### src/rtl/ps2_game_key_decoder.sv
// rtl/ps2_game_key_decoder.sv - PS/2 scan-code stream to game controls (left/right/fire/pause).
module ps2_game_key_decoder #(
  parameter logic [7:0]  KEY_LEFT      = 8'h6B,
  parameter logic [7:0]  KEY_RIGHT     = 8'h74,
  parameter logic [7:0]  KEY_FIRE      = 8'h29,
  parameter logic [7:0]  KEY_PAUSE     = 8'h4D,
  parameter logic [23:0] FIRE_COOLDOWN = 24'd5000000
) (
  input  logic       clock,
  input  logic       reset,
  input  logic [7:0] ps2_key_data,
  input  logic       ps2_key_pressed,
  output logic       move_left,
  output logic       move_right,
  output logic       fire,
  output logic       pause,
  output logic [7:0] ps2_out
);

  typedef enum logic [2:0] {
    S_IDLE,
    S_EXT,
    S_BRK,
    S_EXT_BRK,
    S_SKIP
  } state_t;

  state_t      state_q, state_d;
  logic [2:0]  skip_cnt_q, skip_cnt_d;
  logic        held_l_q, held_l_d;
  logic        held_r_q, held_r_d;
  logic        held_f_q, held_f_d;
  logic        held_p_q, held_p_d;
  logic        last_left_q, last_left_d;
  logic        pause_q, pause_d;
  logic        fire_q, fire_d;
  logic [7:0]  out_q, out_d;
  logic        do_make, do_break;
  logic        fire_ok;

`ifdef FIRE_RATE_LIMIT_EN
  logic [23:0] cooldown_q, cooldown_d;
  assign fire_ok = (cooldown_q == 24'd0);
`else
  assign fire_ok = 1'b1;
`endif

  always_ff @(posedge clock) begin
    if (reset) begin
      state_q     <= S_IDLE;
      skip_cnt_q  <= 3'd0;
      held_l_q    <= 1'b0;
      held_r_q    <= 1'b0;
      held_f_q    <= 1'b0;
      held_p_q    <= 1'b0;
      last_left_q <= 1'b0;
      pause_q     <= 1'b0;
      fire_q      <= 1'b0;
      out_q       <= 8'h00;
`ifdef FIRE_RATE_LIMIT_EN
      cooldown_q  <= 24'd0;
`endif
    end else begin
      state_q     <= state_d;
      skip_cnt_q  <= skip_cnt_d;
      held_l_q    <= held_l_d;
      held_r_q    <= held_r_d;
      held_f_q    <= held_f_d;
      held_p_q    <= held_p_d;
      last_left_q <= last_left_d;
      pause_q     <= pause_d;
      fire_q      <= fire_d;
      out_q       <= out_d;
`ifdef FIRE_RATE_LIMIT_EN
      cooldown_q  <= cooldown_d;
`endif
    end
  end

  always_comb begin
    state_d     = state_q;
    skip_cnt_d  = skip_cnt_q;
    held_l_d    = held_l_q;
    held_r_d    = held_r_q;
    held_f_d    = held_f_q;
    held_p_d    = held_p_q;
    last_left_d = last_left_q;
    pause_d     = pause_q;
    fire_d      = 1'b0;
    out_d       = out_q;
    do_make     = 1'b0;
    do_break    = 1'b0;

    if (ps2_key_pressed) begin
      case (state_q)
        S_IDLE: begin
          if (ps2_key_data == 8'hE0) begin
            state_d = S_EXT;
          end else if (ps2_key_data == 8'hF0) begin
            state_d = S_BRK;
          end else if (ps2_key_data == 8'hE1) begin
            state_d    = S_SKIP;
            skip_cnt_d = 3'd7;
          end else if (!(ps2_key_data inside {8'hFA, 8'hAA, 8'hEE, 8'hFE, 8'h00, 8'hFF})) begin
            do_make = 1'b1;
          end
        end
        S_EXT: begin
          if (ps2_key_data == 8'hF0) begin
            state_d = S_EXT_BRK;
          end else if (ps2_key_data != 8'hE0) begin
            do_make = 1'b1;
            state_d = S_IDLE;
          end
        end
        S_BRK, S_EXT_BRK: begin
          do_break = 1'b1;
          state_d  = S_IDLE;
        end
        S_SKIP: begin
          skip_cnt_d = skip_cnt_q - 3'd1;
          if (skip_cnt_q == 3'd1) state_d = S_IDLE;
        end
        default: state_d = S_IDLE;
      endcase
    end

    if (do_make) begin
      out_d = ps2_key_data;
      if (ps2_key_data == KEY_LEFT) begin
        held_l_d    = 1'b1;
        last_left_d = 1'b1;
      end
      if (ps2_key_data == KEY_RIGHT) begin
        held_r_d    = 1'b1;
        last_left_d = 1'b0;
      end
      if (ps2_key_data == KEY_FIRE && !held_f_q) begin
        held_f_d = 1'b1;
        fire_d   = fire_ok;
      end
      if (ps2_key_data == KEY_PAUSE && !held_p_q) begin
        held_p_d = 1'b1;
        pause_d  = ~pause_q;
      end
    end

    if (do_break) begin
      if (ps2_key_data == KEY_LEFT)  held_l_d = 1'b0;
      if (ps2_key_data == KEY_RIGHT) held_r_d = 1'b0;
      if (ps2_key_data == KEY_FIRE)  held_f_d = 1'b0;
      if (ps2_key_data == KEY_PAUSE) held_p_d = 1'b0;
    end
  end

`ifdef FIRE_RATE_LIMIT_EN
  always_comb begin
    cooldown_d = cooldown_q;
    if (fire_d)                   cooldown_d = FIRE_COOLDOWN;
    else if (cooldown_q != 24'd0) cooldown_d = cooldown_q - 24'd1;
  end
`endif

  assign move_left  = held_l_q & (~held_r_q | last_left_q);
  assign move_right = held_r_q & (~held_l_q | ~last_left_q);
  assign fire       = fire_q;
  assign pause      = pause_q;
  assign ps2_out    = out_q;

endmodule
### config.mk
export PLATFORM = sky130hd
export DESIGN_NAME = ps2_game_key_decoder
export DESIGN_NICKNAME = d
export VERILOG_FILES = /design/src/rtl/ps2_game_key_decoder.sv
export SDC_FILE = /design/constraint.sdc
export NUM_CORES = 1
export LEC_CHECK = 0
export ABC_AREA = 1
export CAP_MARGIN = 20
export CORE_MARGIN = 2
export CORE_UTILIZATION = 50
export CTS_CLUSTER_SIZE = 28
export DETAILED_ROUTE_END_ITERATION = 8
export PLACE_DENSITY_LB_ADDON = 0.25
export SLEW_MARGIN = 20
export SYNTH_ARGS = -nofsm -noshare
export SYNTH_HDL_FRONTEND = slang
export SYNTH_SLANG_ARGS = --single-unit
### constraint.sdc
create_clock -name clock -period 2.5 [get_ports clock]
set_input_delay 0.25 -clock clock [delete_from_list [all_inputs] [get_ports clock]]
set_output_delay 0.25 -clock clock [all_outputs]
set_load 0.01 [all_outputs]
==> out/results.tsv, run 1 <==
metric	value	unit
grt_pass1_vias	1126	
drt_wl_total	2.58	mm
grt-ovfl-total	0	
setup_ws	0.835	ns
wl_per_cell	10.9	um
hp-class	flop to flop	
nFillCells	209	
clock_path_buffers	2	
syn_inst	183	
path_clk_slew	0.12	ns
ctsRootBufferMaster	clkbuf_4	
tightest_slew	0.455	ns
endpoint_kind	flop	
synth_area_leaders	dfxtp_1, nand2_1, nor2_1	
cts_buffers	3	
antennaDiodeCount	0	
finalNetCount	222	
ys_seq_area_frac	0.355	
ys_ff_latch	21	
syn_to_final_growth	23.7	%
grt_start_max_net_pins	16	
tns	0	ns
timing.fmax	601	MHz
relSlewSlack	0.694	
critPathArrivalTime	1.87	ns
ys_types	24	
hold_slack	0.439	ns
place_congestion	0.845	
rsz0062_at_grt	no	
multi_input_area	643	um2
die_area	2780	um2
dr.pass1.iters	4	
track_usage	0.219	
htree_num_levels	1	
pin_count	23	
required	2.71	ns
setup_viol	0	
synth-async-reset-ratio	0	
critPathMaxFanout	9	
die_h	52.7	um
outcome	completed	
vias	1207	
place_hpwl	2.07	mm
peakVddDrop	0.000311	V
drive_above_1_share	0.111	
max_cap_viol_count	0	
fin_cells	236	
fin_skew	0.00116	ns
power.density	502	nW/um2
numClockSinks	21	
synth.avg_cell_area	6.47	um2
vias_per_cell	5.11	
seq_area	420	um2
dieWidth	52.7	um
cp-start-kind	input port	
hold_viol	0	
worst-setup-path-type	input port to flop	
antenna_found_initial	0	
cts_tree	done	
ys.flop_type	dfxtp_1	
dpl_worst_slack	0.514	ns
port_buffers	22	
ys_warn_count	0	
syn-cell-area	1180	um2
synthTopCellsByCount	nand2_1, nor2_1, inv_1	
grt_pass1_wl	4.49	mm
clock_latency	0.30	ns
place_inst	232	
floorplan.initialDensity	0.531	
finalCritPeriodShare	0.666	
syn_nets	196	
final_area	1470	um2
leakagePower	0.625	nW
ant_nets	0	
drc	0	
drv_slew	0	
drt-initial-drc-count	24	
synth_edf_count	0	
cts.repair.resized	0	
place_area	1440	um2
min_period	1.66	ns
rows	17	
hold_buffers	0	
synth.largest_area_cell	dfxtp_1	
design.core.area	2230	um2
postCtsSetupRepairBufs	0	
synth_top_area_frac	0.355	
[worst max-delay path: stages]
cell and delay (ns):
clkdlybuf4s50_1 0.48, nor2_1 0.23, nand3_1 0.18, a21oi_2 0.18, inv_1 0.08, nand2_2 0.08
nand2_4 0.10, nand2_8 0.10, inv_4 0.06, nor2_1 0.08, nor2_1 0.05
[kinds of logic (layout without fill, tap and decap cells)]
kind of cell	count (synthesis)	in the layout	share of synthesized area
simple gates	104	104	0.404
compound gates	25	25	0.117
flops	21	21	0.355
fa+ha+maj	2	2	0.0211
buf+inv	31	56	0.102
[cell type report]
class                   count  share of cell area
clock buffers               3              0.0154
clock inverters             1             0.00342
inverters                  29              0.0760
multi-input cells         131               0.439
flip-flops and latches     21               0.287
well taps                  28              0.0239
repair buffers             23               0.155
[metrics by stage]
stage               total power, mW   util
global route                  0.785  0.656
CTS                           0.743  0.656
finish                        0.736  0.656
global placement              0.572  0.644
detailed placement            0.579  0.644
floorplan                     0.502      -
[report_power, final]
part	internal (mW)	leakage, nW	switching (mW)	total (mW)
sequential	0.357	0.171	0.0147	0.372
combinational	0.0834	0.436	0.117	0.200
clock	0.0597	0.0177	0.104	0.164
total	0.500	0.625	0.236	0.736
[registers in the layout, summed over array words and instances, names as in the netlist, named ones only]
| register | cells |
|---|---|
| ps2_out | 8 |
| skip_cnt_q | 3 |
| state_q | 3 |
| fire | 1 |
| held_l_q | 1 |
| held_p_q | 1 |
| last_left_q | 1 |
| pause | 1 |
[layout by cell type, fill, tap and decap left out, types with 5 or more instances in the layout]
cell type and n:
nor2_1 35, dfxtp_1 21, o21ai_0 11, a21oi_1 10, nand3_1 10, clkdlybuf4s50_1 22
nand2_1 35, nor2_2 5, nand4_1 5, nor3_1 5, nand2_2 5, inv_1 25
[routing by layer]
metal	vias to the layer above	GRT usage	part of all wire
met4	0	0.115	0.036
met3	10	0.0371	0.042
met1	528	0.241	0.44
li1	634	-	-
met5	-	0	0
met2	35	0.396	0.48
[path summary, 6_finish.rpt]
path | from | endpoint | slack [ns] | cells after the start
hold / removal | flop | fire | 0.44 | 1
setup / recovery | ps2_key_data[3] | ps2_out[5] | 0.84 | 11
setup reg to reg | state_q[0] | ps2_out[7] | 0.99 | 10
hold reg to reg | flop | fire | 0.44 | 1
Power figures use the tool's default switching activity.
==> inputs of run 2 (changes only) <==
Settings changed: CORE_UTILIZATION 50 to 45.
Clock period 2.5 ns to 1.4 ns, I/O delays scaled along.
==> out/results.tsv, run 2 (same netlist as run 1, synthesis figures left out) <==
metric	value	unit	change
hp-class	input port to flop		was flop to flop
grt-ovfl-total	0		unchanged
max_cap_viol_count	0		unchanged
die_h	55.3	um	was 52.7 um
rows	18		was 17
track_usage	0.210		was 0.219
required	1.66	ns	was 2.71 ns
path_clk_slew	0.12	ns	about the same
dr.pass1.iters	6		was 4
place_area	1590	um2	was 1440 um2
setup_ws	-0.0553	ns	was 0.835 ns
worst-setup-path-type	flop to flop		was input port to flop
syn_to_final_growth	49.3	%	was 23.7%
place_hpwl	2.24	mm	was 2.07 mm
hold_slack	0.273	ns	was 0.439 ns
fin_total_pwr	1.48	mW	was 0.736 mW
htree_num_levels	1		unchanged
die_area	3060	um2	was 2780 um2
clock_latency	0.31	ns	was 0.30 ns
floorplan.initialDensity	0.478		was 0.531
crit_chain	buf_4 -> nor3_1 -> buf_4 -> nand2_2 -> nand2_8 -> nand2_8 -> inv_8 -> nor2_2 -> nor2_1		was clkdlybuf4s50_1 -> nor2_1 -> nand3_1 -> a21oi_2 -> inv_1 -> nand2_2 -> nand2_4 -> nand2_8 -> inv_4 -> nor2_1 -> nor2_1
finalNetCount	248		was 222
cts_buffers	3		unchanged
leakagePower	0.806	nW	was 0.625 nW
cp_slowest_cell	dfxtp_2		was clkdlybuf4s50_1
place_inst	254		was 232
rsz0062_at_grt	yes		was no
peakVddDrop	0.000679	V	was 0.000311 V
port_buffers	22		unchanged
grt_pass1_wl	5.26	mm	was 4.49 mm
pin_count	23		unchanged
final_area	1770	um2	was 1470 um2
mostFrequentLayoutCells	nand2_1, nor2_1, buf_4		was nand2_1, nor2_1, inv_1
finalCritPeriodShare	1.04		
vias	1350		was 1207
largest_reg_flops	8		unchanged
drt_wl_total	3.21	mm	was 2.58 mm
fin_skew	0.00278	ns	was 0.00116 ns
violations	setup timing		
nFillCells	199		was 209
fin_util	0.714		was 0.656
dpl_worst_slack	-0.407	ns	was 0.514 ns
design.core.area	2480	um2	was 2230 um2
fin_cells	264		was 236
tightest_slew	0.519	ns	was 0.455 ns
drt-initial-drc-count	21		was 24
relSlewSlack	0.653		was 0.694
drc	0		unchanged
outcome	finished, violations left		was completed
vias_per_cell	5.11		about the same
cp-start-kind	flop		was input port
wl_per_cell	12.2	um	was 10.9 um
grt_pass1_vias	1259		was 1126
endpoint_kind	flop		unchanged
drv_slew	0		unchanged
critPathArrivalTime	1.71	ns	was 1.87 ns
grt_start_max_net_pins	16		unchanged
antenna_found_initial	0		unchanged
power.density	834	nW/um2	was 502 nW/um2
critPathMaxFanout	8		was 9
cts_tree	done		unchanged
dieWidth	55.3	um	was 52.7 um
layout_commonest_cell	nand2_1		
ctsRootBufferMaster	clkbuf_4		unchanged
antennaDiodeCount	0		unchanged
min_period	1.46	ns	
cpPeakStageDelay	0.35	ns	was 0.48 ns
timing.fmax	687	MHz	
tns	-0.420	ns	was 0 ns
place_congestion	0.947		was 0.845
clock_path_buffers	2		unchanged
numClockSinks	21		unchanged
drive_above_1_share	0.286		was 0.111
hold_viol	0		unchanged
setup_viol	12		was 0
ant_nets	0		unchanged
-- run 2: critical path, delay by kind of cell, from the launching register on --
family / cells / cell delay, ns
flip-flops: 1 / 0.35
AND/OR/NAND/NOR: 6 / 0.65
buffers and inverters: 3 / 0.40
-- run 2: where the power goes --
group | internal [mW] | switching (mW)
Combinational | 0.222 | 0.285
Sequential | 0.639 | 0.0256
Clock | 0.111 | 0.192
Total | 0.972 | 0.503
-- run 2: timing repair --
item                       4_1_cts  5_1_grt
resized for setup               22       27
setup buffers                    5        1
gates cloned                     1        0
setup endpoints to repair       14       20
hold buffers                     0        0
pin swaps                        6       20
-- run 2: worst paths after layout --
| kind | start | end | slack [ns] | cells after the start |
|---|---|---|---|---|
| max | state_q[1] | ps2_out[4] | -0.06 | 9 |
| min | ps2_key_data[5] | ps2_out[5] | 0.27 | 3 |
| max reg2reg | state_q[1] | ps2_out[4] | -0.06 | 9 |
| min reg2reg | flop | fire | 0.46 | 1 |
-- run 2: per-layer routing --
metal,vias to the layer above,routed length (um),track usage
li1,689,-,-
met5,-,0,0
met2,21,1670,0.379
met1,633,1400,0.246
met3,7,88,0.0351
met4,0,57,0.0801
-- run 2: layout make-up --
class | instances | area, um2 | area share
flip-flops and latches | 21 | 425 | 0.240
repair buffers | 48 | 409 | 0.231
multi-input cells | 132 | 754 | 0.426
clock buffers | 4 | 26.3 | 0.0149
inverters | 29 | 116 | 0.0658
well taps | 30 | 37.5 | 0.0212
==> variant, RTL diff (settings of run 2) <==
Make the reset (`reset`) asynchronous in one clocked block.
--- a/src/rtl/ps2_game_key_decoder.sv
+++ b/src/rtl/ps2_game_key_decoder.sv
@@ -47,3 +47,3 @@
 
-  always_ff @(posedge clock) begin
+  always_ff @(posedge clock or posedge reset) begin
     if (reset) begin
Formal check against the unedited RTL: differs if reset is asserted again (counterexample within 4 cycles, from zero or initial values and one cycle with reset high); with reset held inactive, the same outputs for 10 cycles.
==> variant against run 2 <==
  * The flow still finishes with violations (negative setup slack)
  * Cell count decreased by 1.1%
  * Sequential cell count unchanged
  * Clock skew decreased by 0.0017 ns
  * Routed wire length increased by 1.8%
  * Final area increased by 9.3%
  * Setup slack improved by 0.040 ns
  * Synthesized area increased by 8.9%
  * Critical path type unchanged
  * Largest cell class unchanged
  * Highest routed layer unchanged
Power is not compared: it rests on default switching activity, and its combinational part moved more than twofold at a synthesized area within 25%.
==> variant: results (changes against run 2) <==
| Metric | Value |
|---|---|
| Routed vias/inst | `5.011 (was 5.114)` |
| Top_reg_cell synth | `dfrtp_1 (was dfxtp_1)` |
| Max Transition Viols Final | `0 (unchanged)` |
| Root Driver | `clkbuf_4 (unchanged)` |
| # placed instances | `250 (was 254)` |
| First-pass GRT wire length | `5561 um (was 5257 um)` |
| Detailed Route WL | `3272 um (was 3213 um)` |
| Syn Nets | `184 (was 196)` |
| Layout cells sized above 1 | `0.3478 (was 0.2863)` |
| Top delay family on crit path | `simple AND/OR/NAND/NOR gates (unchanged)` |
| Cell variety after synth | `21 (was 24)` |
| R2R cell count | `10 (was 9)` |
| Worst VDD drop | `1.007 mV` |
| Reg-to-Reg End | `ps2_out[6] (was ps2_out[4])` |
| Final setup violation count | `4 (was 12)` |
| Routability cong. | `0.9257 (was 0.9470)` |
| TritonRoute pass-1 iters | `4 (was 6)` |
| Crit Reg-Reg Startpoint | `state_q[1] (unchanged)` |
| Final #Nets | `244 (was 248)` |
| GR Util All Layers | `0.2138 (was 0.2101)` |
| Top cells by count, synth | `nand2_1, inv_1, nor2_1, dfrtp_1, nand3_1 (was nand2_1, nor2_1, inv_1, dfxtp_1, o21ai_0)` |
| Ranking of synthesized cells by area | `dfrtp_1, nand2_1, inv_1 (was dfxtp_1, nand2_1, nor2_1)` |
| Post-synthesis cell count | `171 (was 183)` |
| Count of flip-flops with a built-in enable after synthesis | `0 (unchanged)` |
| Setup ws final | `-0.01533 ns (was -0.05526 ns)` |
| CP max stage cell | `dfrtp_1 (was dfxtp_2)` |
| Drt initial violations | `37 (was 21)` |
| Worst slew margin | `0.7160 (was 0.6534)` |
| Hold WC Path Type | `in -> async (was in -> reg)` |
| CP peak stage delay | `0.41 ns (was 0.35 ns)` |
| Status | `complete, but fails checks (unchanged)` |
| Seq/Total Area, Yosys | `0.4074 (was 0.3548)` |
| Lkg Pwr | `0.001060 uW` |
| Failing checks | `negative setup slack (unchanged)` |
| Placed Area | `1734 um^2 (was 1590 um^2)` |
| Arr. time, crit path | `1.64 ns (was 1.71 ns)` |
| Post-Layout Cell Count | `261 (was 264)` |
| Pre-CTS WS | `-0.3604 ns (was -0.4075 ns)` |
| Final Skew | `0.001110 ns (was 0.002783 ns)` |
| Antenna Cells | `0 (unchanged)` |
| DP HPWL | `2384 um (was 2238 um)` |
| Ys async rst share | `1.000 (was 0)` |
| Pin count of the biggest net entering global routing | `22 (was 16)` |
[variant: cell types whose count changed after synthesis, sizes merged, moves of 2 or more]
cell / run 2 / this run
dfxtp: 21 / 0
a21oi: 11 / 9
nand3: 11 / 13
nor2: 40 / 28
dfrtp: 0 / 21
o21ai: 11 / 14
[variant: cell type report]
class	count	area [um^2]
Clock buffer	4	26.28
Multi-Input combinational cell	121	744.5
Fill cell	233	800.8
Inverter	30	112.6
Sequential cell	21	526.8
Tap cell	31	38.79
Timing Repair Buffer	54	484.2
[variant: worst min-delay path: cells and delay by family]
kind / cells / cell delay, ns
buf+inv: 3 / 0.72
[variant: report_power, final]
| group | switching (uW) | total (uW) | internal (uW) | leakage [uW] |
|---|---|---|---|---|
| Sequential | 115 | 894 | 779 | 0.000246 |
| Clock | 200 | 311 | 112 | 0.0000150 |
| Combinational | 638 | 1260 | 623 | 0.000800 |
| Total | 953 | 2470 | 1510 | 0.00106 |
[variant: timing repair]
action / 4_1_cts / 5_1_grt
pin swaps: 0 / 4
resized for setup: 5 / 32
cloned: 2 / 0
endpoints found under the setup margin: 13 / 29
setup buffers: 0 / 5
[variant: kinds of logic after synthesis]
family                   Yosys count  synth area share
AO/OA/AOI/OAI                     25            0.1251
adder cells (fa/ha/maj)            2           0.01940
buffers and inverters             31            0.1028
flip-flops                        21            0.4074
AND/OR/NAND/NOR                   92            0.3453
[variant: metrics by stage]
step	TNS (ns)	power, uW	hold WS [ns]
2_1_floorplan	0	1541	0.1165
3_3_place_gp	-5.912	1962	0.4144
3_5_place_dp	-6.195	2001	0.4248
4_1_cts	-0.07190	2364	0.1546
5_1_grt	-1.157	2644	0.1600
6_report	-0.04445	2466	0.1425
[variant: metal layers]
layer,track usage,vias to the layer above,part of all wire
li1,-,659,-
met1,0.2436,615,0.43
met2,0.3977,27,0.51
met3,0.02948,7,0.035
met4,0.08306,0,0.018
met5,0,-,0
[variant: worst max path at each step]
stage            endpoint
2_1_floorplan  ps2_out[0]
3_3_place_gp   ps2_out[7]
3_5_place_dp   ps2_out[3]
4_1_cts        state_q[0]
5_1_grt          held_l_q
6_report       ps2_out[6]
